--- src/rtl/axi_read_arbiter_pkg.sv ---
// Shared types and constants for the two-port cache refill read arbiter.
package axi_read_arbiter_pkg;

    localparam int BURST_LEN  = 8;   // 64-bit beats per line refill
    localparam int LINE_BYTES = 64;  // cache line size in bytes

    localparam logic [7:0]  AXI_ARLEN      = 8'(BURST_LEN - 1);
    localparam logic [2:0]  AXI_ARSIZE     = 3'd3;   // 8 bytes per beat
    localparam logic [1:0]  AXI_BURST_INCR = 2'b01;
    localparam logic [2:0]  LAST_BEAT      = 3'(BURST_LEN - 1);
    localparam logic [63:0] LINE_MASK      = 64'(LINE_BYTES - 1);

    typedef enum logic [1:0] {
        ST_IDLE = 2'd0,
        ST_ADDR = 2'd1,
        ST_DATA = 2'd2
    } state_t;

    // Owner encoding doubles as the one-hot grant vector {dc, ic}.
    typedef enum logic [1:0] {
        OWNER_NONE = 2'b00,
        OWNER_IC   = 2'b01,
        OWNER_DC   = 2'b10
    } owner_t;

    // Clear the byte offset within a cache line.
    function automatic logic [63:0] line_align(input logic [63:0] addr);
        return addr & ~LINE_MASK;
    endfunction

endpackage

--- src/rtl/axi_read_arbiter_if.sv ---
// Bundle of the requester-side and AXI read-channel signals around the arbiter.
// The arbiter uses the master modport (it masters the AXI read bus and serves
// both caches); the surrounding caches and memory use the slave modport.
interface axi_read_arbiter_if;

    logic        ic_req_valid;
    logic [63:0] ic_req_addr;
    logic        ic_req_ready;
    logic        ic_rvalid;
    logic        ic_rready;

    logic        dc_req_valid;
    logic [63:0] dc_req_addr;
    logic        dc_req_ready;
    logic        dc_rvalid;
    logic        dc_rready;

    logic [63:0] rdata;
    logic        rlast;

    logic        m_axi_arvalid;
    logic        m_axi_arready;
    logic [63:0] m_axi_araddr;
    logic [7:0]  m_axi_arlen;
    logic [2:0]  m_axi_arsize;
    logic [1:0]  m_axi_arburst;
    logic        m_axi_rvalid;
    logic        m_axi_rlast;
    logic [63:0] m_axi_rdata;
    logic        m_axi_rready;

    modport master (
        input  ic_req_valid, ic_req_addr, ic_rready,
        input  dc_req_valid, dc_req_addr, dc_rready,
        output ic_req_ready, ic_rvalid, dc_req_ready, dc_rvalid,
        output rdata, rlast,
        output m_axi_arvalid, m_axi_araddr, m_axi_arlen, m_axi_arsize, m_axi_arburst,
        input  m_axi_arready,
        input  m_axi_rvalid, m_axi_rlast, m_axi_rdata,
        output m_axi_rready
    );

    modport slave (
        output ic_req_valid, ic_req_addr, ic_rready,
        output dc_req_valid, dc_req_addr, dc_rready,
        input  ic_req_ready, ic_rvalid, dc_req_ready, dc_rvalid,
        input  rdata, rlast,
        input  m_axi_arvalid, m_axi_araddr, m_axi_arlen, m_axi_arsize, m_axi_arburst,
        output m_axi_arready,
        output m_axi_rvalid, m_axi_rlast, m_axi_rdata,
        input  m_axi_rready
    );

endinterface

--- src/rtl/rr_arbiter2.sv ---
// Two-way round-robin arbiter. Bit 0 is the I-cache, bit 1 the D-cache.
// The D-cache is favoured after reset; whichever port is granted loses the
// next tie.
module rr_arbiter2 (
    input  logic       clock,
    input  logic       reset,
    input  logic [1:0] req,
    input  logic       advance,   // grant is being consumed this cycle
    output logic [1:0] grant
);

    logic prio_dc;

    // Pick the favoured port on a tie, otherwise whichever port is requesting.
    always_comb begin
        // NOTE: every output of a combinational block gets a default first, so
        // no path leaves it unassigned and no latch is inferred.
        grant = 2'b00;
        if (req[1] && (prio_dc || !req[0])) begin
            grant = 2'b10;
        end else if (req[0]) begin
            grant = 2'b01;
        end
    end

    // Hand priority to the port that was not just granted.
    always_ff @(posedge clock) begin
        // NOTE: clocked state uses non-blocking assignments so every register
        // samples pre-edge values regardless of statement order.
        if (reset) begin
            prio_dc <= 1'b1;
        end else if (advance && (grant != 2'b00)) begin
            prio_dc <= grant[0];
        end
    end

endmodule

--- src/rtl/axi_read_arbiter.sv ---
// Shares one AXI read channel between the I-cache and D-cache refill paths.
// One line burst is outstanding at a time; the owner keeps the channel from
// grant until the beat carrying m_axi_rlast is accepted.
module axi_read_arbiter
    import axi_read_arbiter_pkg::*;
(
    input  logic               clock,
    input  logic               reset,
    axi_read_arbiter_if.master bus,
    output logic [1:0]         owner,
    output logic               protocol_err
);

    state_t      state_q, state_d;
    owner_t      owner_q;
    logic [63:0] araddr_q;
    logic [2:0]  beat_q;
    logic        err_q;
    logic [1:0]  grant;
    logic        idle_grant;
    logic        rready;
    logic        beat_fire;
    logic        burst_done;

    rr_arbiter2 u_rr (
        .clock   (clock),
        .reset   (reset),
        .req     ({bus.dc_req_valid, bus.ic_req_valid}),
        .advance (idle_grant),
        .grant   (grant)
    );

    // A grant is only offered while idle and not being reset, so a requester
    // never sees req_ready for a request the state machine then ignores.
    assign idle_grant = (state_q == ST_IDLE) && !reset && (grant != 2'b00);
    assign bus.ic_req_ready = idle_grant && grant[0];
    assign bus.dc_req_ready = idle_grant && grant[1];

    // The AXI ready is the owning cache's ready; nobody else can stall the bus.
    assign rready = (state_q != ST_DATA)  ? 1'b0 :
                    (owner_q == OWNER_IC) ? bus.ic_rready :
                    (owner_q == OWNER_DC) ? bus.dc_rready : 1'b0;
    assign beat_fire  = bus.m_axi_rvalid && rready;
    assign burst_done = beat_fire && bus.m_axi_rlast;

    assign bus.m_axi_rready  = rready;
    assign bus.m_axi_araddr  = araddr_q;
    assign bus.m_axi_arlen   = AXI_ARLEN;
    assign bus.m_axi_arsize  = AXI_ARSIZE;
    assign bus.m_axi_arburst = AXI_BURST_INCR;
    assign bus.rdata         = bus.m_axi_rdata;
    assign bus.rlast         = bus.m_axi_rlast;
    assign owner             = owner_q;
    assign protocol_err      = err_q;

    // Next-state logic plus address-valid and per-port beat-valid steering.
    always_comb begin
        state_d           = state_q;
        bus.m_axi_arvalid = 1'b0;
        bus.ic_rvalid     = 1'b0;
        bus.dc_rvalid     = 1'b0;
        unique case (state_q)
            ST_IDLE: begin
                if (idle_grant) state_d = ST_ADDR;
            end
            ST_ADDR: begin
                bus.m_axi_arvalid = 1'b1;
                if (bus.m_axi_arready) state_d = ST_DATA;
            end
            ST_DATA: begin
                bus.ic_rvalid = (owner_q == OWNER_IC) && bus.m_axi_rvalid;
                bus.dc_rvalid = (owner_q == OWNER_DC) && bus.m_axi_rvalid;
                if (burst_done) state_d = ST_IDLE;
            end
            default: state_d = ST_IDLE;
        endcase
    end

    // State register.
    always_ff @(posedge clock) begin
        if (reset) state_q <= ST_IDLE;
        else       state_q <= state_d;
    end

    // Capture owner and line address at grant; release ownership on the last beat.
    always_ff @(posedge clock) begin
        if (reset) begin
            owner_q  <= OWNER_NONE;
            araddr_q <= '0;
        end else if (idle_grant) begin
            owner_q  <= owner_t'(grant);
            araddr_q <= line_align(grant[1] ? bus.dc_req_addr : bus.ic_req_addr);
        end else if (burst_done) begin
            owner_q  <= OWNER_NONE;
        end
    end

    // Count accepted beats; cleared while the address phase is in progress.
    always_ff @(posedge clock) begin
        if (reset) begin
            beat_q <= '0;
        end else if (state_q == ST_ADDR) begin
            beat_q <= '0;
        end else if (beat_fire) begin
            beat_q <= beat_q + 3'd1;
        end
    end

    // Sticky flag when rlast does not coincide with the final beat position.
    always_ff @(posedge clock) begin
        if (reset) begin
            err_q <= 1'b0;
        end else if (beat_fire && (bus.m_axi_rlast != (beat_q == LAST_BEAT))) begin
            err_q <= 1'b1;
        end
    end

endmodule

--- src/flat_wrapper.sv ---
// flat-port wrapper written by rule: the top's interface ports become plain ports
module axi_read_arbiter_flat import axi_read_arbiter_pkg::*;
  (clock, reset, owner, protocol_err, bus_ic_req_valid, bus_ic_req_addr, bus_ic_rready, bus_dc_req_valid, bus_dc_req_addr, bus_dc_rready, bus_ic_req_ready, bus_ic_rvalid, bus_dc_req_ready, bus_dc_rvalid, bus_rdata, bus_rlast, bus_m_axi_arvalid, bus_m_axi_araddr, bus_m_axi_arlen, bus_m_axi_arsize, bus_m_axi_arburst, bus_m_axi_arready, bus_m_axi_rvalid, bus_m_axi_rlast, bus_m_axi_rdata, bus_m_axi_rready);
  axi_read_arbiter_if bus_i ();
  input  logic clock;
  input  logic reset;
  output logic [1:0] owner;
  output logic protocol_err;
  input wire logic [$bits(bus_i.ic_req_valid)-1:0] bus_ic_req_valid;
  input wire logic [$bits(bus_i.ic_req_addr)-1:0] bus_ic_req_addr;
  input wire logic [$bits(bus_i.ic_rready)-1:0] bus_ic_rready;
  input wire logic [$bits(bus_i.dc_req_valid)-1:0] bus_dc_req_valid;
  input wire logic [$bits(bus_i.dc_req_addr)-1:0] bus_dc_req_addr;
  input wire logic [$bits(bus_i.dc_rready)-1:0] bus_dc_rready;
  output wire logic [$bits(bus_i.ic_req_ready)-1:0] bus_ic_req_ready;
  output wire logic [$bits(bus_i.ic_rvalid)-1:0] bus_ic_rvalid;
  output wire logic [$bits(bus_i.dc_req_ready)-1:0] bus_dc_req_ready;
  output wire logic [$bits(bus_i.dc_rvalid)-1:0] bus_dc_rvalid;
  output wire logic [$bits(bus_i.rdata)-1:0] bus_rdata;
  output wire logic [$bits(bus_i.rlast)-1:0] bus_rlast;
  output wire logic [$bits(bus_i.m_axi_arvalid)-1:0] bus_m_axi_arvalid;
  output wire logic [$bits(bus_i.m_axi_araddr)-1:0] bus_m_axi_araddr;
  output wire logic [$bits(bus_i.m_axi_arlen)-1:0] bus_m_axi_arlen;
  output wire logic [$bits(bus_i.m_axi_arsize)-1:0] bus_m_axi_arsize;
  output wire logic [$bits(bus_i.m_axi_arburst)-1:0] bus_m_axi_arburst;
  input wire logic [$bits(bus_i.m_axi_arready)-1:0] bus_m_axi_arready;
  input wire logic [$bits(bus_i.m_axi_rvalid)-1:0] bus_m_axi_rvalid;
  input wire logic [$bits(bus_i.m_axi_rlast)-1:0] bus_m_axi_rlast;
  input wire logic [$bits(bus_i.m_axi_rdata)-1:0] bus_m_axi_rdata;
  output wire logic [$bits(bus_i.m_axi_rready)-1:0] bus_m_axi_rready;
  assign bus_i.ic_req_valid = bus_ic_req_valid;
  assign bus_i.ic_req_addr = bus_ic_req_addr;
  assign bus_i.ic_rready = bus_ic_rready;
  assign bus_i.dc_req_valid = bus_dc_req_valid;
  assign bus_i.dc_req_addr = bus_dc_req_addr;
  assign bus_i.dc_rready = bus_dc_rready;
  assign bus_ic_req_ready = bus_i.ic_req_ready;
  assign bus_ic_rvalid = bus_i.ic_rvalid;
  assign bus_dc_req_ready = bus_i.dc_req_ready;
  assign bus_dc_rvalid = bus_i.dc_rvalid;
  assign bus_rdata = bus_i.rdata;
  assign bus_rlast = bus_i.rlast;
  assign bus_m_axi_arvalid = bus_i.m_axi_arvalid;
  assign bus_m_axi_araddr = bus_i.m_axi_araddr;
  assign bus_m_axi_arlen = bus_i.m_axi_arlen;
  assign bus_m_axi_arsize = bus_i.m_axi_arsize;
  assign bus_m_axi_arburst = bus_i.m_axi_arburst;
  assign bus_i.m_axi_arready = bus_m_axi_arready;
  assign bus_i.m_axi_rvalid = bus_m_axi_rvalid;
  assign bus_i.m_axi_rlast = bus_m_axi_rlast;
  assign bus_i.m_axi_rdata = bus_m_axi_rdata;
  assign bus_m_axi_rready = bus_i.m_axi_rready;
  axi_read_arbiter u_core (.clock(clock), .reset(reset), .bus(bus_i), .owner(owner), .protocol_err(protocol_err));
endmodule
--- config.mk ---
export PLATFORM = sky130hd
export DESIGN_NAME = axi_read_arbiter_flat
export DESIGN_NICKNAME = d
export VERILOG_FILES = /design/src/rtl/axi_read_arbiter_pkg.sv /design/src/rtl/axi_read_arbiter_if.sv /design/src/rtl/rr_arbiter2.sv /design/src/rtl/axi_read_arbiter.sv /design/src/flat_wrapper.sv
export SDC_FILE = /design/constraint.sdc
export NUM_CORES = 1
export LEC_CHECK = 0
export ABC_AREA = 0
export BUFFER_PORTS_ARGS = -buffer_cell sky130_fd_sc_hd__buf_2
export CORE_AREA = 2 2 135 137
export CTS_BUF_LIST = sky130_fd_sc_hd__clkbuf_4 sky130_fd_sc_hd__clkbuf_8
export DETAILED_ROUTE_END_ITERATION = 16
export DIE_AREA = 0 0 137 139
export HOLD_SLACK_MARGIN = 0.02
export PLACE_DENSITY = 0.64
export SLEW_MARGIN = 40
export SYNTH_ARGS = -nofsm -noshare
export SYNTH_HDL_FRONTEND = slang
export SYNTH_SLANG_ARGS = --single-unit
export TNS_END_PERCENT = 5
--- constraint.sdc ---
create_clock -name clock -period 3.35 [get_ports clock]
set_input_delay 0.67 -clock clock [delete_from_list [all_inputs] [get_ports clock]]
set_output_delay 0.67 -clock clock [all_outputs]
set_load 0.01 [all_outputs]
==> metrics.md, run 1 <==
| Metric | Value |
|---|---|
| Outcome | `complete, no violations` |
| Distinct cell type count after synthesis | `34` |
| Area of the mapped netlist | `4015 um^2` |
| Remaining antenna violation count after routing | `0` |
| Area overhead of the layout relative to synthesis | `18.07%` |
| HPWL after DPL | `8.862 mm` |
| Max-slew violations | `0` |
| Final worst-path cycle share | `73.35%` |
| Gates resized, CTS repair | `0` |
| Ratio of total power to cell area | `487.6 nW/um^2` |
| Die outline area | `19,040 um^2` |
| Startpoint Class | `flop` |
| Transition time at the pin with the least slew margin | `836.1 ps` |
| Cell internal pwr | `1.558 mW` |
| Source-to-sink clock delay at the later pin of the worst-skew pair | `between 300 and 400 ps` |
| Share of total power in the clock network | `34.3%` |
| Drt first-iter violations | `212` |
| Share of power burned in combinational logic | `around a quarter` |
| Main area contributors after synthesis | `sky130_fd_sc_hd__dfxtp_1, sky130_fd_sc_hd__buf_4, sky130_fd_sc_hd__a311oi_1, sky130_fd_sc_hd__nand3_1, sky130_fd_sc_hd__a21oi_1` |
| Switch share | `32.59%` |
| Setup repair after global routing missed its margin | `no` |
| Final core occ | `26.85%` |
| Max Buffers Root-to-Sink | `2` |
| Width of the chip | `137 um` |
| CTS H-tree lvls | `3` |
| Number of sinks handled by clock tree synthesis | `67` |
| IO Port Bufs | `between 150 and 200` |
| Worst hold stages | `2` |
| Number of antenna repair diodes | `0` |
| Sequential area share after synthesis | `33.41%` |
| Worst hold-check path type | `reg -> reg` |
| Number of antenna violations at the first check in global routing | `0` |
| WP data arrival | `1790 ps` |
| Clock input transition at the sequential cells of the worst setup and hold paths | `90 ps` |
| Most frequent standard cell in the layout excluding fill and tap cells | `sky130_fd_sc_hd__buf_2` |
| Reported max-cap violation count | `0` |
| GRT overflow | `0` |
| Global-route usage over all layers | `a little over an eighth` |
| Setup violators final | `0` |
| Final critical delay including setup and external delays | `2457 ps` |
| Height of the die | `139 um` |
| Peak supply drop | `0.2286 mV` |
| Share of layout cells above drive strength 1 | `40.37%` |
| Detailed Routing Iterations Pass 1 | `5` |
| Cts bufs inserted | `9` |
| Worst r2r path cells | `4` |
| Fmax | `0.4070 GHz` |
| Worst Setup Path Type | `reg -> out` |
| Highest-count cells in the layout ignoring fill and taps | `sky130_fd_sc_hd__buf_2, sky130_fd_sc_hd__dfxtp_1, sky130_fd_sc_hd__nand3_1` |
| Worst clock skew | `10.96 ps` |
| Static Leak | `a little over 2 nW` |
| Max-Slew Margin vs Limit | `44.26%` |
| First-pass GRT wire length | `20.27 mm` |
| Vias in the first global route | `approximately 3,700` |
| Number of warnings issued by yosys | `0` |
| Post-CTS Repair Setup Buffers | `0` |
| Post-detailed-routing wire length | `approximately 13 mm` |
| Synthesized area per cell | `8.194 um^2` |
| DR vias | `4,030` |
| Hold-fix buffer count after cts | `0` |
| Rows | `49` |
| Clock tree from TritonCTS | `yes` |
| Wire per inst | `16.47 um` |
| Maximum number of pins on one net before global-route repair | `between 60 and 70` |
| Setup crit end kind | `output port` |
| Via/cell ratio | `4.939` |
| Proportion of netlist area held by the largest area contributor | `about a third` |
| Net count reported at finish | `785` |
| Placeable Area | `17,660 um^2` |
| Starting density of the core | `22.74%` |
| Number of storage elements in the synthesis netlist | `67` |
| Net switching power | `0.7532 mW` |
| Crit Path Max Fanout | `36` |
| Biggest area consumer among synthesized cells | `sky130_fd_sc_hd__dfxtp_1` |
| Hold Vio Cnt, Final | `0` |
| Gp weighted congestion | `0.7458` |
| Clock root buffer | `sky130_fd_sc_hd__clkbuf_8` |
| Aggregate negative setup slack | `0 ps` |
| Drt drc | `0` |
| Total I/O pin count | `352` |
| Worst endpoint required time | `2680 ps` |
| Relative contribution of sequential cells to total power | `40.3%` |
| Gate count of the mapped netlist | `490` |
[power by group through the flow]
stage / combinational (mW) / sequential (mW) / clock (mW)
2_1_floorplan: 0.422 / 0.985 / 0
3_3_place_gp: 0.586 / 0.948 / 0
3_5_place_dp: 0.590 / 0.950 / 0
4_1_cts: 0.590 / 0.933 / 0.840
5_1_grt: 0.649 / 0.942 / 0.866
6_report: 0.587 / 0.932 / 0.792
[synth_stat cells]
master and n:
sky130_fd_sc_hd__conb_1 2, sky130_fd_sc_hd__nand2b_1 3, sky130_fd_sc_hd__a21oi_1 61, sky130_fd_sc_hd__buf_2 8, sky130_fd_sc_hd__or2_0 1, sky130_fd_sc_hd__and2_1 1, sky130_fd_sc_hd__nand3_1 65, sky130_fd_sc_hd__or2_1 1
sky130_fd_sc_hd__buf_4 85, sky130_fd_sc_hd__a221o_1 1, sky130_fd_sc_hd__buf_1 2, sky130_fd_sc_hd__o41ai_2 1, sky130_fd_sc_hd__and2b_1 1, sky130_fd_sc_hd__inv_1 5, sky130_fd_sc_hd__clkbuf_1 36, sky130_fd_sc_hd__o32ai_1 1
sky130_fd_sc_hd__xnor2_1 1, sky130_fd_sc_hd__a311oi_1 48, sky130_fd_sc_hd__nor3_1 3, sky130_fd_sc_hd__nand3b_1 3, sky130_fd_sc_hd__mux2i_1 3, sky130_fd_sc_hd__or3_1 1, sky130_fd_sc_hd__ha_1 2, sky130_fd_sc_hd__o41ai_1 1
sky130_fd_sc_hd__dfxtp_1 67, sky130_fd_sc_hd__a22o_1 1, sky130_fd_sc_hd__buf_6 7, sky130_fd_sc_hd__a311oi_2 10, sky130_fd_sc_hd__nor3_2 1, sky130_fd_sc_hd__o21ai_0 58, sky130_fd_sc_hd__nand2_1 4, sky130_fd_sc_hd__nor2_1 2
sky130_fd_sc_hd__inv_2 3, sky130_fd_sc_hd__a211oi_1 1
[per-layer routing]
metal | track usage, % | wire length [um] | up-vias
met5 | 0 | 0 | -
met4 | 8.464 | 515 | 0
met3 | 3.436 | 1174 | 43
met2 | 21.79 | 6385 | 220
met1 | 16.51 | 5366 | 1878
li1 | - | - | 1889
[sequential cells by signal (all words and copies together), names as in the netlist]
name,flops
u_core.owner,2
u_core.beat_q,3
u_core.state_q,2
u_core.bus.m_axi_araddr,58
u_core.protocol_err,1
u_core.u_rr.prio_dc,1
[final cells by class]
type                       instances  area (um^2)
sequential                        67         1341
clock inverter                     6        88.84
inverter                           8        30.03
multi-input combinational        294         1821
timing repair buffer             202         1036
clock buffer                      10        137.6
tap                              229        286.5
fill                            1960        12920
[worst max-delay path: stages, from the launching register on]
cell                      delay (ps)
sky130_fd_sc_hd__dfxtp_1         370
sky130_fd_sc_hd__nor3_4          230
sky130_fd_sc_hd__buf_4           400
sky130_fd_sc_hd__nand3_1         210
sky130_fd_sc_hd__inv_1            80
sky130_fd_sc_hd__buf_2           140
[worst paths after layout]
kind / endpoint / slack [ps] / startpoint
max: bus_ic_req_ready / 890 / u_core.state_q[1]
min: u_core.beat_q[2] / 500 / u_core.beat_q[2]
min reg2reg: u_core.beat_q[2] / 500 / u_core.beat_q[2]
max reg2reg: u_core.bus.m_axi_araddr[51] / 1330 / u_core.state_q[1]
[stage by stage]
stage	total power, mW	setup WS, ps	std cells	cell area, um^2	hold slack, ps
global route	2.457	704.3	816	4741	521.4
finish	2.312	892.8	816	4741	495.6
global placement	1.533	865.1	800	4513	457.9
floorplan	1.408	1216	507	4079	450.2
CTS	2.363	814.5	816	4741	496.7
detailed placement	1.540	878.0	800	4514	483.6
[cell families after synthesis]
logic type      count (synthesis)  synth area share, %
buf+inv                       146                23.15
other cells                     2               0.1870
flops                          67                33.41
xor+xnor                        1               0.2182
mux                             3               0.7479
compound gates                183                30.54
simple gates                   86                11.13
fa+ha+maj                       2               0.6231
Power figures use the tool's default switching activity.
==> run 2: changes to the inputs <==
--- a/config.mk
+++ b/config.mk
@@ -5,14 +5,14 @@
 export SDC_FILE = /design/constraint.sdc
 export NUM_CORES = 1
 export LEC_CHECK = 0
-export ABC_AREA = 0
+export ABC_AREA = 1
 export BUFFER_PORTS_ARGS = -buffer_cell sky130_fd_sc_hd__buf_2
-export CORE_AREA = 2 2 135 137
+export CORE_AREA = 2 2 137 139
 export CTS_BUF_LIST = sky130_fd_sc_hd__clkbuf_4 sky130_fd_sc_hd__clkbuf_8
 export DETAILED_ROUTE_END_ITERATION = 16
-export DIE_AREA = 0 0 137 139
+export DIE_AREA = 0 0 139 141
 export HOLD_SLACK_MARGIN = 0.02
-export PLACE_DENSITY = 0.64
+export PLACE_DENSITY = 0.62
 export SLEW_MARGIN = 40
 export SYNTH_ARGS = -nofsm -noshare
 export SYNTH_HDL_FRONTEND = slang
==> constraint.sdc (replaced) <==
create_clock -name clock -period 2.4 [get_ports clock]
set_input_delay 0.48 -clock clock [delete_from_list [all_inputs] [get_ports clock]]
set_output_delay 0.48 -clock clock [all_outputs]
set_load 0.01 [all_outputs]
==> metrics.md, run 2 <==
| Metric | Value |
|---|---|
| Global-route usage over all layers | `10.09%` |
| Max Buffers Root-to-Sink | `2` |
| Transition time at the pin with the least slew margin | `585.8 ps` |
| Pre-CTS WS | `653.7 ps` |
| Total I/O pin count | `352` |
| Hold Vio Cnt, Final | `0` |
| Commonest cells in the synthesized netlist | `sky130_fd_sc_hd__o21ai_0, sky130_fd_sc_hd__buf_4, sky130_fd_sc_hd__inv_1, sky130_fd_sc_hd__nand2_1, sky130_fd_sc_hd__dfxtp_1` |
| Static Leak | `between 2 and 2.5 nW` |
| Starting density of the core | `20.91%` |
| Clock tree from TritonCTS | `yes` |
| Switch share | `31.93%` |
| Outcome | `complete, no violations` |
| WP data arrival | `1410 ps` |
| Number of sinks handled by clock tree synthesis | `67` |
| Gate count of the mapped netlist | `~530` |
| Grt met1 use | `between 10% and 20%` |
| Most crowded layer after global routing | `met2` |
| GR Layer Usage met2 | `between 10% and 20%` |
| Number of storage elements in the synthesis netlist | `67` |
| Distinct cell type count after synthesis | `25` |
| Worst Setup Path Type | `reg -> out` |
| Number of flops mapped to enable cells by yosys | `0` |
| Worst clock skew | `12.46 ps` |
| Gates resized, CTS repair | `0` |
| Main synth FF type | `sky130_fd_sc_hd__dfxtp_1` |
| Net count reported at finish | `846` |
| Vias in the first global route | `3,246` |
| Wire per inst | `between 10 and 15 um` |
| Number of flip-flops under the largest register name | `58` |
| Drt first-iter violations | `107` |
| Sequential area share after synthesis | `35.11%` |
| Cts bufs inserted | `9` |
| Highest-count cells in the layout ignoring fill and taps | `sky130_fd_sc_hd__buf_2, sky130_fd_sc_hd__o21ai_0, sky130_fd_sc_hd__inv_1` |
| Net switching power | `0.9260 mW` |
| DR vias | `about 3,500` |
| Most frequent standard cell in the layout excluding fill and tap cells | `sky130_fd_sc_hd__buf_2` |
| Max-slew violations | `0` |
| Number of antenna violations at the first check in global routing | `0` |
| Final critical delay including setup and external delays | `1885 ps` |
| Hold-fix buffer count after cts | `0` |
| Maximum number of pins on one net before global-route repair | `80` |
| Width of the chip | `139 um` |
| Remaining antenna violation count after routing | `0` |
| Clock input transition at the sequential cells of the worst setup and hold paths | `80 ps` |
| Number of warnings issued by yosys | `0` |
| Proportion of netlist area held by the largest area contributor | `35.11%` |
| IO Port Bufs | `192` |
| Reported max-cap violation count | `0` |
| Max-Slew Margin vs Limit | `60.95%` |
| Setup repair after global routing missed its margin | `no` |
| Final worst-path setup slack | `514.9 ps` |
| Crit Path Max Fanout | `4` |
| First-pass GRT wire length | `15.87 mm` |
| Rows | `50` |
| Aggregate negative setup slack | `0 ps` |
| Fraction of registers with async set/reset | `0%` |
| Final worst-path cycle share | `78.54%` |
| Post-detailed-routing wire length | `9.955 mm` |
| Clock root buffer | `sky130_fd_sc_hd__clkbuf_8` |
| HPWL after DPL | `7.314 mm` |
| Grt met3 use | `around 4.2%` |
| Height of the die | `141 um` |
| Area overhead of the layout relative to synthesis | `19.59%` |
| CTS H-tree lvls | `3` |
| Peak supply drop | `0.3505 mV` |
| Placeable Area | `approximately 18,000 um^2` |
| Relative contribution of sequential cells to total power | `between 40% and 50%` |
| Fmax | `0.5305 GHz` |
| GRT overflow | `0` |
| Share of total power in the clock network | `about a third` |
| Die outline area | `19,600 um^2` |
| Ratio of total power to cell area | `634.8 nW/um^2` |
| Share of layout cells above drive strength 1 | `34.93%` |
| Source-to-sink clock delay at the later pin of the worst-skew pair | `between 300 and 400 ps` |
| Cell with the most instances after synthesis | `sky130_fd_sc_hd__o21ai_0` |
| Number of antenna repair diodes | `0` |
| Main area contributors after synthesis | `sky130_fd_sc_hd__dfxtp_1, sky130_fd_sc_hd__buf_4, sky130_fd_sc_hd__o21ai_0, sky130_fd_sc_hd__a21oi_1, sky130_fd_sc_hd__inv_1` |
| Gp weighted congestion | `0.7550` |
| Share of power burned in combinational logic | `22.9%` |
| Worst hold-check path type | `in -> reg` |
| Startpoint Class | `flop` |
| Via/cell ratio | `3.993` |
| Synthesized area per cell | `7.180 um^2` |
| Biggest area consumer among synthesized cells | `sky130_fd_sc_hd__dfxtp_1` |
| Cell internal pwr | `about 2.0 mW` |
| Post-CTS Repair Setup Buffers | `0` |
| Setup violators final | `0` |
| Worst endpoint required time | `1920 ps` |
| Setup crit end kind | `output port` |
| Area of the mapped netlist | `approximately 3800 um^2` |
| Drt drc | `0` |
| Detailed Routing Iterations Pass 1 | `4` |
==> run 2: cell types whose count changed after synthesis, moves of 9 or more <==
| cell | change |
|---|---|
| sky130_fd_sc_hd__inv_1 | +67 |
| sky130_fd_sc_hd__o21ai_0 | +38 |
| sky130_fd_sc_hd__clkbuf_1 | -27 |
| sky130_fd_sc_hd__a311oi_1 | -48 |
| sky130_fd_sc_hd__nand3_1 | -57 |
| sky130_fd_sc_hd__o21ai_1 | +21 |
| sky130_fd_sc_hd__a311oi_2 | -10 |
| sky130_fd_sc_hd__nand2_1 | +67 |
| sky130_fd_sc_hd__a21oi_2 | +9 |
==> run 2: power by group through the flow <==
stage / Sequential [mW] / Combinational [mW] / Clock [mW]
after floorplan: 1.36 / 0.484 / 0
after global placement: 1.31 / 0.663 / 0
after detailed placement: 1.31 / 0.671 / 0
after CTS: 1.29 / 0.673 / 1.02
after global routing: 1.30 / 0.751 / 1.06
final: 1.29 / 0.663 / 0.951
==> run 2: final cells by class <==
cell class	instances	area (um^2)
clock buffers	9	123.9
clock inverters	6	67.56
fillers	2061	13700
inverters	74	277.8
multi-input cells	294	1441
flip-flops and latches	67	1341
well taps	234	292.8
repair buffers	197	1023
==> run 2: layer usage <==
metal	share of wire, %	wire, um
met2	45	4455
met1	42	4178
met3	9.5	949
met4	3.7	372
met5	0	0
==> run 2: worst paths after layout <==
check | from | end | slack (ps) | depth (start not counted)
setup / recovery | u_core.state_q[0] | bus_ic_rvalid | 510 | 6
setup reg to reg | u_core.u_rr.prio_dc | u_core.bus.m_axi_araddr[51] | 900 | 4
hold / removal | bus_m_axi_arready | u_core.state_q[0] | 340 | 2
hold reg to reg | u_core.protocol_err | u_core.protocol_err | 460 | 2
==> run 2: stage by stage <==
step	hold slack [ps]	total power [mW]	util [%]	instances	cell area, um^2
after floorplan	448.3	1.847	-	549	3884
after global placement	437.9	1.969	23.96	866	4377
after detailed placement	446.4	1.980	23.96	866	4377
after CTS	304.8	2.981	25.01	881	4568
after global routing	318.4	3.119	25.01	881	4568
final	340.0	2.900	25.01	881	4568
==> run 2: cell families (layout without fill, tap and decap cells) <==
group | after synthesis | after routing | synth area share (%)
xor gates and xnor gates | 1 | 1 | 0.2293
AOI/OAI and AO/OA | 183 | 183 | 25.22
DFF | 67 | 67 | 35.11
buffers and inverters | 188 | 286 | 28.82
adders and majority gates | 2 | 2 | 0.6550
other | 2 | 19 | 0.1966
and+or+nand+nor | 89 | 89 | 9.761
==> run 2: worst max-delay path: stages, from the launching register on <==
cell and delay (ps):
sky130_fd_sc_hd__dfxtp_1 310, sky130_fd_sc_hd__inv_1 120, sky130_fd_sc_hd__nand2_1 90, sky130_fd_sc_hd__nor2_1 160, sky130_fd_sc_hd__inv_1 90, sky130_fd_sc_hd__nor3_1 130
sky130_fd_sc_hd__buf_2 150
==> run 3: changes to the inputs <==
--- a/config.mk
+++ b/config.mk
@@ -7,12 +7,12 @@
 export LEC_CHECK = 0
 export ABC_AREA = 1
 export BUFFER_PORTS_ARGS = -buffer_cell sky130_fd_sc_hd__buf_2
-export CORE_AREA = 2 2 137 139
+export CORE_AREA = 2 2 136 138
 export CTS_BUF_LIST = sky130_fd_sc_hd__clkbuf_4 sky130_fd_sc_hd__clkbuf_8
 export DETAILED_ROUTE_END_ITERATION = 16
-export DIE_AREA = 0 0 139 141
+export DIE_AREA = 0 0 138 140
 export HOLD_SLACK_MARGIN = 0.02
-export PLACE_DENSITY = 0.62
+export PLACE_DENSITY = 0.64
 export SLEW_MARGIN = 40
 export SYNTH_ARGS = -nofsm -noshare
 export SYNTH_HDL_FRONTEND = slang
==> constraint.sdc (replaced) <==
create_clock -name clock -period 1.62 [get_ports clock]
set_input_delay 0.324 -clock clock [delete_from_list [all_inputs] [get_ports clock]]
set_output_delay 0.324 -clock clock [all_outputs]
set_load 0.01 [all_outputs]
==> metrics.md, run 3 (synthesized netlist as in run 2, its figures left out) <==
| Metric | Value |
|---|---|
| Number of sinks handled by clock tree synthesis | `67` |
| Capture point of the worst reg-to-reg path | `u_core.bus.m_axi_araddr[47]` |
| Sequential cell area | `~1400 um^2` |
| Final worst-path cycle share | `95.62%` |
| Area overhead of the layout relative to synthesis | `24.17%` |
| Vias in the first global route | `3,163` |
| Number of flip-flops under the largest register name | `58` |
| Final critical delay including setup and external delays | `1549 ps` |
| Hold Vio Cnt, Final | `0` |
| Highest-count cells in the layout ignoring fill and taps | `sky130_fd_sc_hd__buf_2, sky130_fd_sc_hd__o21ai_0, sky130_fd_sc_hd__nand2_1` |
| Fmax | `0.6456 GHz` |
| Maximum number of pins on one net before global-route repair | `roughly 80` |
| Ratio of total power to cell area | `roughly 1000 nW/um^2` |
| DR vias | `around 3,500` |
| Die outline area | `19,320 um^2` |
| Setup crit end kind | `output port` |
| First-pass GRT wire length | `15.23 mm` |
| Crit Path Max Fanout | `4` |
| Max Buffers Root-to-Sink | `2` |
| Width of the chip | `between 100 and 150 um` |
| GRT overflow | `0` |
| Tot Pwr | `4.693 mW` |
| Rows | `49` |
| Remaining antenna violation count after routing | `0` |
| Final worst-path setup slack | `71.00 ps` |
| Cts bufs inserted | `9` |
| Post-detailed-routing wire length | `10.01 mm` |
| Height of the die | `140 um` |
| HPWL after DPL | `7.515 mm` |
| Slack of the worst reg-to-reg path | `190 ps` |
| Worst hold path startpoint | `bus_m_axi_arready` |
| WP data arrival | `1230 ps` |
| # placed instances | `862` |
| Peak supply drop | `0.4286 mV` |
| Startpoint Class | `flop` |
| Total I/O pin count | `~350` |
| Worst hold stages | `2` |
| Worst hold-check path type | `in -> reg` |
| Detailed Routing Iterations Pass 1 | `4` |
| Outcome | `complete, no violations` |
| CTS H-tree lvls | `3` |
| Most frequent standard cell in the layout excluding fill and tap cells | `sky130_fd_sc_hd__buf_2` |
| Via/cell ratio | `roughly 4` |
| Worst endpoint required time | `1300 ps` |
| Worst reg2reg path startpoint | `u_core.state_q[1]` |
| Setup repair after global routing missed its margin | `yes` |
| Number of cells in the finished layout apart from fillers | `883` |
| Number of antenna violations at the first check in global routing | `0` |
| Clock root buffer | `sky130_fd_sc_hd__clkbuf_8` |
| Max-slew violations | `0` |
| Net count reported at finish | `approximately 850` |
| Static Leak | `2.510 nW` |
| Drt first-iter violations | `approximately 110` |
| Min-Delay Endpoint | `u_core.state_q[0]` |
| Reported max-cap violation count | `0` |
| IO Port Bufs | `around 190` |
| Footprint of the multi-input gates | `1489 um^2` |
| Worst clock skew | `9.532 ps` |
| Setup violators final | `0` |
| Global-route usage over all layers | `9.969%` |
| Starting density of the core | `between 20% and 30%` |
| Worst r2r path cells | `7` |
| Source-to-sink clock delay at the later pin of the worst-skew pair | `roughly 350 ps` |
| Wire per inst | `11.33 um` |
| Clock input transition at the sequential cells of the worst setup and hold paths | `70 ps` |
| Share of layout cells above drive strength 1 | `37.98%` |
| Drt drc | `0` |
| Placeable Area | `17,780 um^2` |
| Clock tree from TritonCTS | `yes` |
| Filler instances | `a little under 2,000` |
| Hold Worst Slack | `176.7 ps` |
| Pre-CTS WS | `117.3 ps` |
| Worst Setup Path Type | `reg -> out` |
| Hold-fix buffer count after cts | `0` |
| Gp weighted congestion | `0.7354` |
## run 3: cell count changes in the layout (fill, tap and decap cells not counted), moves of 3 or more
cell	previous run	this run
sky130_fd_sc_hd__inv_1	72	67
sky130_fd_sc_hd__dfxtp_1	67	63
sky130_fd_sc_hd__buf_4	3	6
sky130_fd_sc_hd__inv_2	2	5
sky130_fd_sc_hd__nand2_1	71	68
sky130_fd_sc_hd__nor3_1	3	0
sky130_fd_sc_hd__nor3_2	0	3
## run 3: per-stage QoR
step	setup TNS [ps]	utilization, %	area, um^2
2_1_floorplan	0	-	3884
3_3_place_gp	0	24.76	4403
3_5_place_dp	0	24.76	4403
4_1_cts	-106.2	26.29	4674
5_1_grt	-60.81	26.66	4741
6_report	0	26.68	4743
## run 3: repair_timing
item | in CTS | in global routing
setup buffers | 2 | 2
pin swaps | 2 | 4
gates resized for setup | 5 | 19
endpoints found under the setup margin | 4 | 5
## run 3: final cells by class
type / count / area share (%)
antenna: 1 / 0.05276
clock buffer: 11 / 3.060
clock inverter: 5 / 2.110
inverter: 74 / 5.961
multi-input combinational: 294 / 31.39
sequential: 67 / 28.49
tap: 229 / 6.041
timing repair buffer: 202 / 22.90
## run 3: how the worst max path moves through the flow
stage / startpoint / to / slack (ps) / depth (start not counted)
floorplan: bus_ic_req_valid / bus_dc_req_ready / 320 / 6
detailed placement: reset / u_core.bus.m_axi_araddr[45] / 120 / 7
global route: u_core.owner[0] / bus_m_axi_rready / -30 / 6
CTS: u_core.state_q[0] / bus_dc_req_ready / -50 / 6
global placement: bus_ic_req_valid / u_core.bus.m_axi_araddr[49] / 130 / 7
finish: u_core.state_q[0] / bus_dc_rvalid / 70 / 6
## run 3: power breakdown
part	switching (mW)	leakage (nW)	internal (mW)
clock	0.672	0.127	1.08
combinational	0.595	1.83	0.433
sequential	0.0937	0.554	1.82
## run 3: critical path, cell delays in order (launching register included)
cell,delay [ps]
sky130_fd_sc_hd__dfxtp_2,340
sky130_fd_sc_hd__inv_4,80
sky130_fd_sc_hd__nand2_4,60
sky130_fd_sc_hd__nor2_4,100
sky130_fd_sc_hd__inv_2,50
sky130_fd_sc_hd__nor3_2,90
sky130_fd_sc_hd__buf_2,140
## run 3: routing by layer
| layer | wire, um | global-route usage [%] |
|---|---|---|
| met5 | 0 | 0 |
| met4 | 484 | 6.767 |
| met3 | 992 | 4.650 |
| met2 | 4555 | 16.21 |
| met1 | 3974 | 10.30 |
